**config.mk**
```make
export PLATFORM = sky130hd
export DESIGN_NAME = multicycle_controller
export DESIGN_NICKNAME = d
export VERILOG_FILES = /design/src/rtl/multicycle_controller.sv
export SDC_FILE = /design/constraint.sdc
export NUM_CORES = 1
export LEC_CHECK = 0
export BUFFER_PORTS_ARGS = -buffer_cell sky130_fd_sc_hd__buf_2
export CORE_UTILIZATION = 51
export CTS_CLUSTER_DIAMETER = 80
export DETAILED_ROUTE_END_ITERATION = 8
export PLACE_DENSITY = 0.78
export SETUP_SLACK_MARGIN = 0.05
export SKIP_CTS_REPAIR_TIMING = 1
export SYNTH_ARGS = -nofsm -noshare
export SYNTH_HDL_FRONTEND = slang
export SYNTH_SLANG_ARGS = --single-unit
```
**constraint.sdc**
```tcl
create_clock -name clk -period 1.9 [get_ports clk]
set_input_delay 0.285 -clock clk [delete_from_list [all_inputs] [get_ports clk]]
set_output_delay 0.285 -clock clk [all_outputs]
set_load 0.03 [all_outputs]
```
**src/rtl/multicycle_controller.sv**
```systemverilog
// Multi-cycle control FSM for the 20-bit-instruction datapath.
// Sequences fetch, decode, execute, memory and writeback with bounded memory waits.
module multicycle_controller #(
   parameter int unsigned MEM_TIMEOUT = 15,
   parameter int unsigned CNT_W       = 8
) (
   input  logic       clk,
   input  logic       reset_n,
   input  logic [5:0] opcode,
   input  logic       zero,
   input  logic       imem_ready,
   input  logic       dmem_ready,
   output logic       imem_req,
   output logic       dmem_req,
   output logic       dmem_we,
   output logic       ir_write,
   output logic       pc_write,
   output logic [1:0] pc_src,
   output logic       alu_src_imm,
   output logic       reg_write,
   output logic [1:0] wb_sel,
   output logic       halted,
   output logic [1:0] fault,
   output logic [2:0] state
);

   typedef enum logic [2:0] {
      StFetch  = 3'd0,
      StDecode = 3'd1,
      StExec   = 3'd2,
      StMem    = 3'd3,
      StWb     = 3'd4,
      StHalt   = 3'd5
   } state_e;

   typedef enum logic [3:0] {
      ClsAlu,
      ClsAluImm,
      ClsBranch,
      ClsLoad,
      ClsStore,
      ClsJump,
      ClsMov,
      ClsHalt,
      ClsIllegal
   } op_class_e;

   localparam logic [1:0]       PcNext    = 2'd0;
   localparam logic [1:0]       PcBranch  = 2'd1;
   localparam logic [1:0]       PcJump    = 2'd2;
   localparam logic [1:0]       WbAlu     = 2'd0;
   localparam logic [1:0]       WbMem     = 2'd1;
   localparam logic [1:0]       WbImm     = 2'd2;
   localparam logic [1:0]       FltHalt   = 2'd0;
   localparam logic [1:0]       FltIll    = 2'd1;
   localparam logic [1:0]       FltTmo    = 2'd2;
   localparam logic [CNT_W-1:0] TimeoutCnt = CNT_W'(MEM_TIMEOUT);

   state_e           state_q, state_d;
   logic [CNT_W-1:0] cnt_q, cnt_d;
   logic [1:0]       fault_q, fault_d;
   op_class_e        op_class;
   logic             wait_expired;

   always_comb begin
      op_class = ClsIllegal;
      casez (opcode)
         6'b00????: op_class = ClsAlu;
         6'b0100??: op_class = ClsAluImm;
         6'b0101??: op_class = ClsBranch;
         6'b0110??: op_class = ClsLoad;
         6'b0111??: op_class = ClsStore;
         6'b100???: op_class = ClsJump;
         6'b101???: op_class = ClsMov;
         6'b111111: op_class = ClsHalt;
         default:   op_class = ClsIllegal;
      endcase
   end

   // The access may still complete in the cycle the count sits at the limit.
   assign wait_expired = (cnt_q == TimeoutCnt);

   always_comb begin
      state_d     = state_q;
      cnt_d       = cnt_q;
      fault_d     = fault_q;
      imem_req    = 1'b0;
      dmem_req    = 1'b0;
      dmem_we     = 1'b0;
      ir_write    = 1'b0;
      pc_write    = 1'b0;
      pc_src      = PcNext;
      alu_src_imm = 1'b0;
      reg_write   = 1'b0;
      wb_sel      = WbAlu;
      halted      = 1'b0;
      fault       = 2'd0;

      case (state_q)
         StFetch: begin
            imem_req = 1'b1;
            if (imem_ready) begin
               ir_write = 1'b1;
               state_d  = StDecode;
            end else if (wait_expired) begin
               state_d = StHalt;
               fault_d = FltTmo;
            end else begin
               cnt_d = cnt_q + CNT_W'(1);
            end
         end

         StDecode: state_d = StExec;

         StExec: begin
            case (op_class)
               ClsAlu:    state_d = StWb;
               ClsAluImm: begin
                  alu_src_imm = 1'b1;
                  state_d     = StWb;
               end
               ClsLoad, ClsStore: begin
                  alu_src_imm = 1'b1;
                  state_d     = StMem;
               end
               ClsBranch: begin
                  pc_write = 1'b1;
                  pc_src   = zero ? PcBranch : PcNext;
                  state_d  = StFetch;
               end
               ClsJump: begin
                  pc_write = 1'b1;
                  pc_src   = PcJump;
                  state_d  = StFetch;
               end
               ClsMov:    state_d = StWb;
               ClsHalt: begin
                  state_d = StHalt;
                  fault_d = FltHalt;
               end
               default: begin
                  state_d = StHalt;
                  fault_d = FltIll;
               end
            endcase
         end

         StMem: begin
            dmem_req = 1'b1;
            dmem_we  = (op_class == ClsStore);
            if (dmem_ready) begin
               if (op_class == ClsStore) begin
                  pc_write = 1'b1;
                  pc_src   = PcNext;
                  state_d  = StFetch;
               end else begin
                  state_d = StWb;
               end
            end else if (wait_expired) begin
               state_d = StHalt;
               fault_d = FltTmo;
            end else begin
               cnt_d = cnt_q + CNT_W'(1);
            end
         end

         StWb: begin
            reg_write   = 1'b1;
            pc_write    = 1'b1;
            pc_src      = PcNext;
            alu_src_imm = (op_class == ClsAluImm) || (op_class == ClsLoad);
            if (op_class == ClsLoad) begin
               wb_sel = WbMem;
            end else if (op_class == ClsMov) begin
               wb_sel = WbImm;
            end else begin
               wb_sel = WbAlu;
            end
            state_d = StFetch;
         end

         StHalt: begin
            halted = 1'b1;
            fault  = fault_q;
         end

         default: state_d = StFetch;
      endcase

      // Each memory-waiting state starts its count afresh.
      if ((state_d != state_q) && ((state_d == StFetch) || (state_d == StMem))) begin
         cnt_d = '0;
      end
   end

   always_ff @(posedge clk or negedge reset_n) begin
      if (!reset_n) begin
         state_q <= StFetch;
         cnt_q   <= '0;
         fault_q <= 2'd0;
      end else begin
         state_q <= state_d;
         cnt_q   <= cnt_d;
         fault_q <= fault_d;
      end
   end

   assign state = state_q;

   a_we_needs_req : assert property (@(posedge clk) disable iff (!reset_n) dmem_we |-> dmem_req);
   a_halt_sticky  : assert property (@(posedge clk) disable iff (!reset_n)
                                     state_q == StHalt |=> state_q == StHalt);
   a_cnt_bounded  : assert property (@(posedge clk) disable iff (!reset_n) cnt_q <= TimeoutCnt);

endmodule

```
==> results of run 1 <==
==> stage by stage <==
stage | cells | hold WS (ps)
4_1_cts | 173 | -127
6_report | 181 | 345
3_5_place_dp | 169 | 181
3_3_place_gp | 169 | 182
5_1_grt | 181 | 343
2_1_floorplan | 109 | -10.6
==> worst min path at each step <==
stage / from / slack [ps] / to
CTS: reset_n / -130 / cnt_q[3]
floorplan: reset_n / -10 / cnt_q[0]
finish: opcode[0] / 340 / fault_q[0]
detailed placement: reset_n / 180 / cnt_q[3]
global route: opcode[0] / 340 / fault_q[0]
global placement: reset_n / 180 / cnt_q[3]
==> per-layer routing <==
metal | global-route usage, % | vias to the layer above | wire length, um
li1 | - | 506 | -
met1 | 37.8 | 547 | 1400
met2 | 38.3 | 65 | 1620
met3 | 7.06 | 10 | 236
met4 | 5.29 | 0 | 78
met5 | 0 | - | 0
==> cell families (layout without fill, tap and decap cells) <==
logic type	after synthesis	count (layout)	share of synthesized area, %
and+or+nand+nor	48	48	29.5
muxes	1	1	1.00
AOI/OAI and AO/OA	30	30	24.6
adders and majority gates	2	2	2.38
buffers and inverters	10	57	5.52
xor gates and xnor gates	5	5	4.39
DFF	13	13	32.6
==> state kept, by name, summed over array words and instances, names as in the netlist <==
name	flops
cnt_q	8
state	3
fault_q	2
==> worst max-delay path, cell delays in order, from the launching register on <==
cell,delay (ps)
dfrtp_2,490
or3_4,450
a21oi_4,180
nand4_1,130
or3_1,340
a22oi_1,220
==> cell type report <==
type / count / share of cell area [%]
clock buffer: 3 / 1.47
clock inverter: 1 / 0.326
inverter: 4 / 1.47
multi-input combinational: 86 / 51.3
sequential: 13 / 21.5
tap: 25 / 2.04
timing repair buffer: 49 / 21.9
==> cell usage in the layout (no fill, tap or decap), types with 3 or more instances in the layout <==
master	netlist	routed
xor2_1	3	3
a21oi_2	0	4
buf_4	0	18
nor2_1	5	4
o21ai_0	3	3
clkbuf_4	0	3
nand4_1	4	4
and2_1	5	4
dfrtp_1	13	9
dfrtp_2	0	4
buf_2	2	23
a21oi_1	8	4
nor3_2	0	3
buf_6	2	5
and3_1	5	4
nand2_1	8	6
==> power groups by stage <==
stage,sequential (W),clock [W],combinational [W]
3_3_place_gp,0.000466,0,0.00112
3_5_place_dp,0.000471,0,0.00115
4_1_cts,0.000464,0.000177,0.00115
6_report,0.000461,0.000176,0.00152
2_1_floorplan,0.000480,0,0.000883
5_1_grt,0.000469,0.000191,0.00160
==> impl_metrics.py, run 1 <==
metrics = {
    "sta": {
        "max_freq_mhz": 523,
        "hold_violations": 0,
        "tns_ps": -22.4,
        "fin_crit_ps": 1910,
        "fin_skew_ps": 13.1,
        "relSlewSlack_pct": 66.6,
        "tightest_slew_ps": 498,
        "slew_viol_final": 0,
        "rsz0062_at_grt": "true",
        "fin_crit_sh_pct": 101,
        "setup_violations": 2,
        "setup_ws_ps": -11.3,
    },
    "synth": {
        "synth_top_area_share_pct": 32.6,
        "synth-edff-count": 0,
        "netlist_instances": 109,
        "synth_ff_type": "dfrtp_1",
        "synth_area_um2": 997,
        "syn_nets": 121,
        "synth_common_cells": "dfrtp_1 (13), a21oi_1 (8), nand2_1 (8)",
        "ys_ff_latch": 13,
        "seq_area_frac_synth_pct": 32.6,
        "synth_top_cells_by_area": "dfrtp_1 (33%), a21oi_1 (4.0%), and2_1 (3.1%), and3_1 (3.1%), nand2_1 (3.0%)",
        "synth.most_common_cell": "dfrtp_1",
        "yosysUniqueCellTypes": 49,
        "syn_area_per_cell_um2": 9.15,
        "yosysWarnings": 0,
        "yosysTopAreaCell": "dfrtp_1",
        "ys_async_sr_fraction_pct": 100,
    },
    "pwr": {
        "p_leak_nw": 0.714,
        "swShare_pct": 51.1,
        "p_per_area_mw_per_mm2": 1400,
        "clkPwrFrac_pct": 8.2,
        "ir_drop_mv": 0.981,
        "power_w": 0.00215,
        "pwr-share-seq_pct": 21.4,
        "p_int_w": 0.00105,
        "power_frac_comb_pct": 70.4,
        "net-switching-power_w": 0.00110,
    },
    "place": {
        "dpl.hpwl_um": 1920,
        "port_buffers": 27,
        "place_congestion": 0.798,
        "dp_slack_ps": 21.6,
        "place_area_mm2": 0.00130,
    },
    "cells_and_area": {
        "finalNetCount": 169,
        "multiInputGateArea_um2": 788,
        "final_cell_area_mm2": 0.00154,
        "final_core_util_pct": 86.2,
        "antenna_cells": 0,
        "final-seq-area_um2": 330,
        "nFillCells": 99,
        "drive_gt1_share_pct": 58.3,
        "syn2layout_area_growth_pct": 54.1,
    },
    "clock_tree": {
        "path_clk_slew_ps": 90,
        "clock_sinks": 13,
        "clock_path_buffers": 2,
        "cts_buffers": 3,
        "ctsRootBufferMaster": "clkbuf_4",
        "clk_latency_ps": 290,
        "htreeDepth": 1,
        "cts_tree": "built",
    },
    "die": {
        "initial_core_util_pct": 55.9,
        "die_x_um": 46.2,
        "die_height_um": 46.2,
        "num_rows": 15,
        "die_area_mm2": 0.00214,
        "core_area_mm2": 0.00178,
        "io_pins": 28,
    },
    "outcome": {
        "status": "finished with violations",
        "violations": "negative setup slack",
    },
    "routing": {
        "wl_um": 3330,
        "avgViaCountPerCell": 6.23,
        "ant_nets": 0,
        "drtPass1Iterations": 4,
        "detail_route.wl_per_cell_um": 18.4,
        "vias": 1128,
        "drc": 0,
        "drtIter0Drc": 63,
    },
    "setup_path": {
        "cp-startpoint": "state[0]",
        "crit_path_end_kind": "flip-flop",
        "worstSetupPathType": "reg -> reg",
        "required_ps": 2090,
        "rr_endpoint": "cnt_q[4]",
        "arrival_ps": 2100,
        "r2r_cells": 5,
        "reg2reg_from": "state[0]",
        "rrSetupSlack_ps": -10,
        "crit_end": "cnt_q[4]",
        "path_max_fanout": 6,
        "cp-start-kind": "flip-flop",
    },
    "global_routing": {
        "antenna_found_initial": 0,
        "grt_pass1_wl_um": 3850,
        "track_usage_pct": 26.0,
        "grt_pass1_vias": 816,
        "grt_max_degree": 14,
        "grt_overflow_total": 0,
    },
    "min_path": {
        "min_path_cells": 3,
        "hp-class": "in -> reg",
    },
    "flow_run": {
        "max_cap_viol_count": 0,
    },
}
(Power assumes the default switching activity.)
==> run 2, diff against run 1 <==
--- a/config.mk
+++ b/config.mk
@@ -6,10 +6,11 @@
 export NUM_CORES = 1
 export LEC_CHECK = 0
 export BUFFER_PORTS_ARGS = -buffer_cell sky130_fd_sc_hd__buf_2
-export CORE_UTILIZATION = 51
+export CORE_UTILIZATION = 53
+export CTS_BUF_LIST = sky130_fd_sc_hd__clkbuf_4 sky130_fd_sc_hd__clkbuf_8
 export CTS_CLUSTER_DIAMETER = 80
 export DETAILED_ROUTE_END_ITERATION = 8
-export PLACE_DENSITY = 0.78
+export PLACE_DENSITY = 0.81
 export SETUP_SLACK_MARGIN = 0.05
 export SKIP_CTS_REPAIR_TIMING = 1
 export SYNTH_ARGS = -nofsm -noshare
==> impl_metrics.py, run 2 (synthesis results as in run 1) <==
metrics = {
    "flow_run": {
        "max_cap_viol_count": 0,
    },
    "die": {
        "die_height_um": 45.4,
        "num_rows": 15,
        "core_area_mm2": 0.00175,
        "die_x_um": 45.4,
        "io_pins": 28,
        "initial_core_util_pct": 57.1,
        "die_area_mm2": 0.00206,
    },
    "sta": {
        "max_freq_mhz": 498,
        "setup_violations": 2,
        "whs_ps": 328,
        "slew_viol_final": 0,
        "relSlewSlack_pct": 61.6,
        "fin_skew_ps": 8.54,
        "hold_violations": 0,
        "setup_ws_ps": -108,
        "fin_crit_sh_pct": 106,
        "fin_crit_ps": 2010,
        "tns_ps": -128,
        "tightest_slew_ps": 576,
        "rsz0062_at_grt": "true",
    },
    "global_routing": {
        "grt_max_degree": 16,
        "grt_pass1_wl_um": 3880,
        "grt_overflow_total": 0,
        "track_usage_pct": 26.1,
        "antenna_found_initial": 0,
        "grt_pass1_vias": 849,
    },
    "cells_and_area": {
        "antenna_cells": 0,
        "final_cell_area_mm2": 0.00148,
        "drive_gt1_share_pct": 55.8,
        "nFillCells": 101,
        "syn2layout_area_growth_pct": 48.7,
        "finalNetCount": 167,
        "final_common_cell": "buf_2",
        "multiInputGateArea_um2": 753,
        "mostFrequentLayoutCells": "buf_2 (25), buf_4 (14), dfrtp_1 (10)",
        "final-seq-area_um2": 329,
        "largest_reg_flops": 8,
        "top_register": "cnt_q",
    },
    "setup_path": {
        "r2r_cells": 7,
        "reg2reg_from": "state[0]",
        "path_max_fanout": 6,
        "worstSetupPathType": "reg -> out",
        "crit_path_end_kind": "output pin",
        "required_ps": 1620,
        "arrival_ps": 1720,
        "cp-startpoint": "state[0]",
        "cp-start-kind": "flip-flop",
    },
    "routing": {
        "drc": 0,
        "wl_um": 3090,
        "detail_route.wl_per_cell_um": 17.2,
        "vias": 1125,
        "drtPass1Iterations": 4,
        "drtIter0Drc": 50,
        "avgViaCountPerCell": 6.28,
        "ant_nets": 0,
    },
    "clock_tree": {
        "clock_path_buffers": 2,
        "cts_buffers": 3,
        "path_clk_slew_ps": 80,
        "clock_sinks": 13,
        "ctsRootBufferMaster": "clkbuf_4",
        "cts_tree": "built",
        "htreeDepth": 1,
        "clk_latency_ps": 290,
    },
    "min_path": {
        "hp-class": "in -> reg",
        "min_path_cells": 3,
        "hp-start": "opcode[0]",
    },
    "place": {
        "dpl.hpwl_um": 1880,
        "place_congestion": 0.906,
        "dp_slack_ps": 33.0,
        "port_buffers": 27,
        "place_area_mm2": 0.00130,
    },
    "outcome": {
        "status": "finished with violations",
        "violations": "negative setup slack",
    },
    "pwr": {
        "p_per_area_mw_per_mm2": 1410,
        "p_leak_nw": 0.690,
        "ir_drop_mv": 0.907,
    },
}
-- run 2: metal layers --
| layer | up-vias | global-route usage (%) | part of all wire (%) |
|---|---|---|---|
| met1 | 538 | 39.2 | 42 |
| met4 | 0 | 5.45 | 3.1 |
| met2 | 68 | 39.4 | 47 |
| met5 | - | 0 | 0 |
| li1 | 503 | - | - |
| met3 | 16 | 4.76 | 7.2 |
-- run 2: path summary, 6_finish.rpt --
kind / end / slack, ps
setup / recovery: pc_write / -110
hold / removal: fault_q[0] / 330
setup reg to reg: cnt_q[1] / 10
hold reg to reg: fault_q[1] / 480
max in group asynchronous: state[0] / 1240
min in group asynchronous: cnt_q[6] / 400
-- run 2: cell type report --
class,instances,area share [%]
Multi-Input combinational cell,86,50.8
Sequential cell,13,22.2
Timing Repair Buffer,47,21.5
Tap cell,25,2.11
Clock buffer,4,2.03
Inverter,4,1.35
-- run 2: worst max-delay path: stages (launching register included) --
cell     delay (ps)
dfrtp_2         470
buf_4           180
and3_4          150
and4_4          160
a221o_2         350
buf_6           140
-- run 2: metrics by stage --
step | total power [W] | util [%] | std cells
detailed placement | 0.00161 | 74.4 | 169
CTS | 0.00179 | 76.1 | 173
finish | 0.00209 | 84.9 | 179
global route | 0.00219 | 84.9 | 179
floorplan | 0.00136 | - | 109
global placement | 0.00157 | 74.4 | 169
-- run 2: where the power goes --
part / switching (W) / leakage [nW] / internal (W)
combinational: 0.000860 / 0.503 / 0.000582
sequential: 0.0000988 / 0.169 / 0.000357
clock: 0.0000985 / 0.0184 / 0.0000960
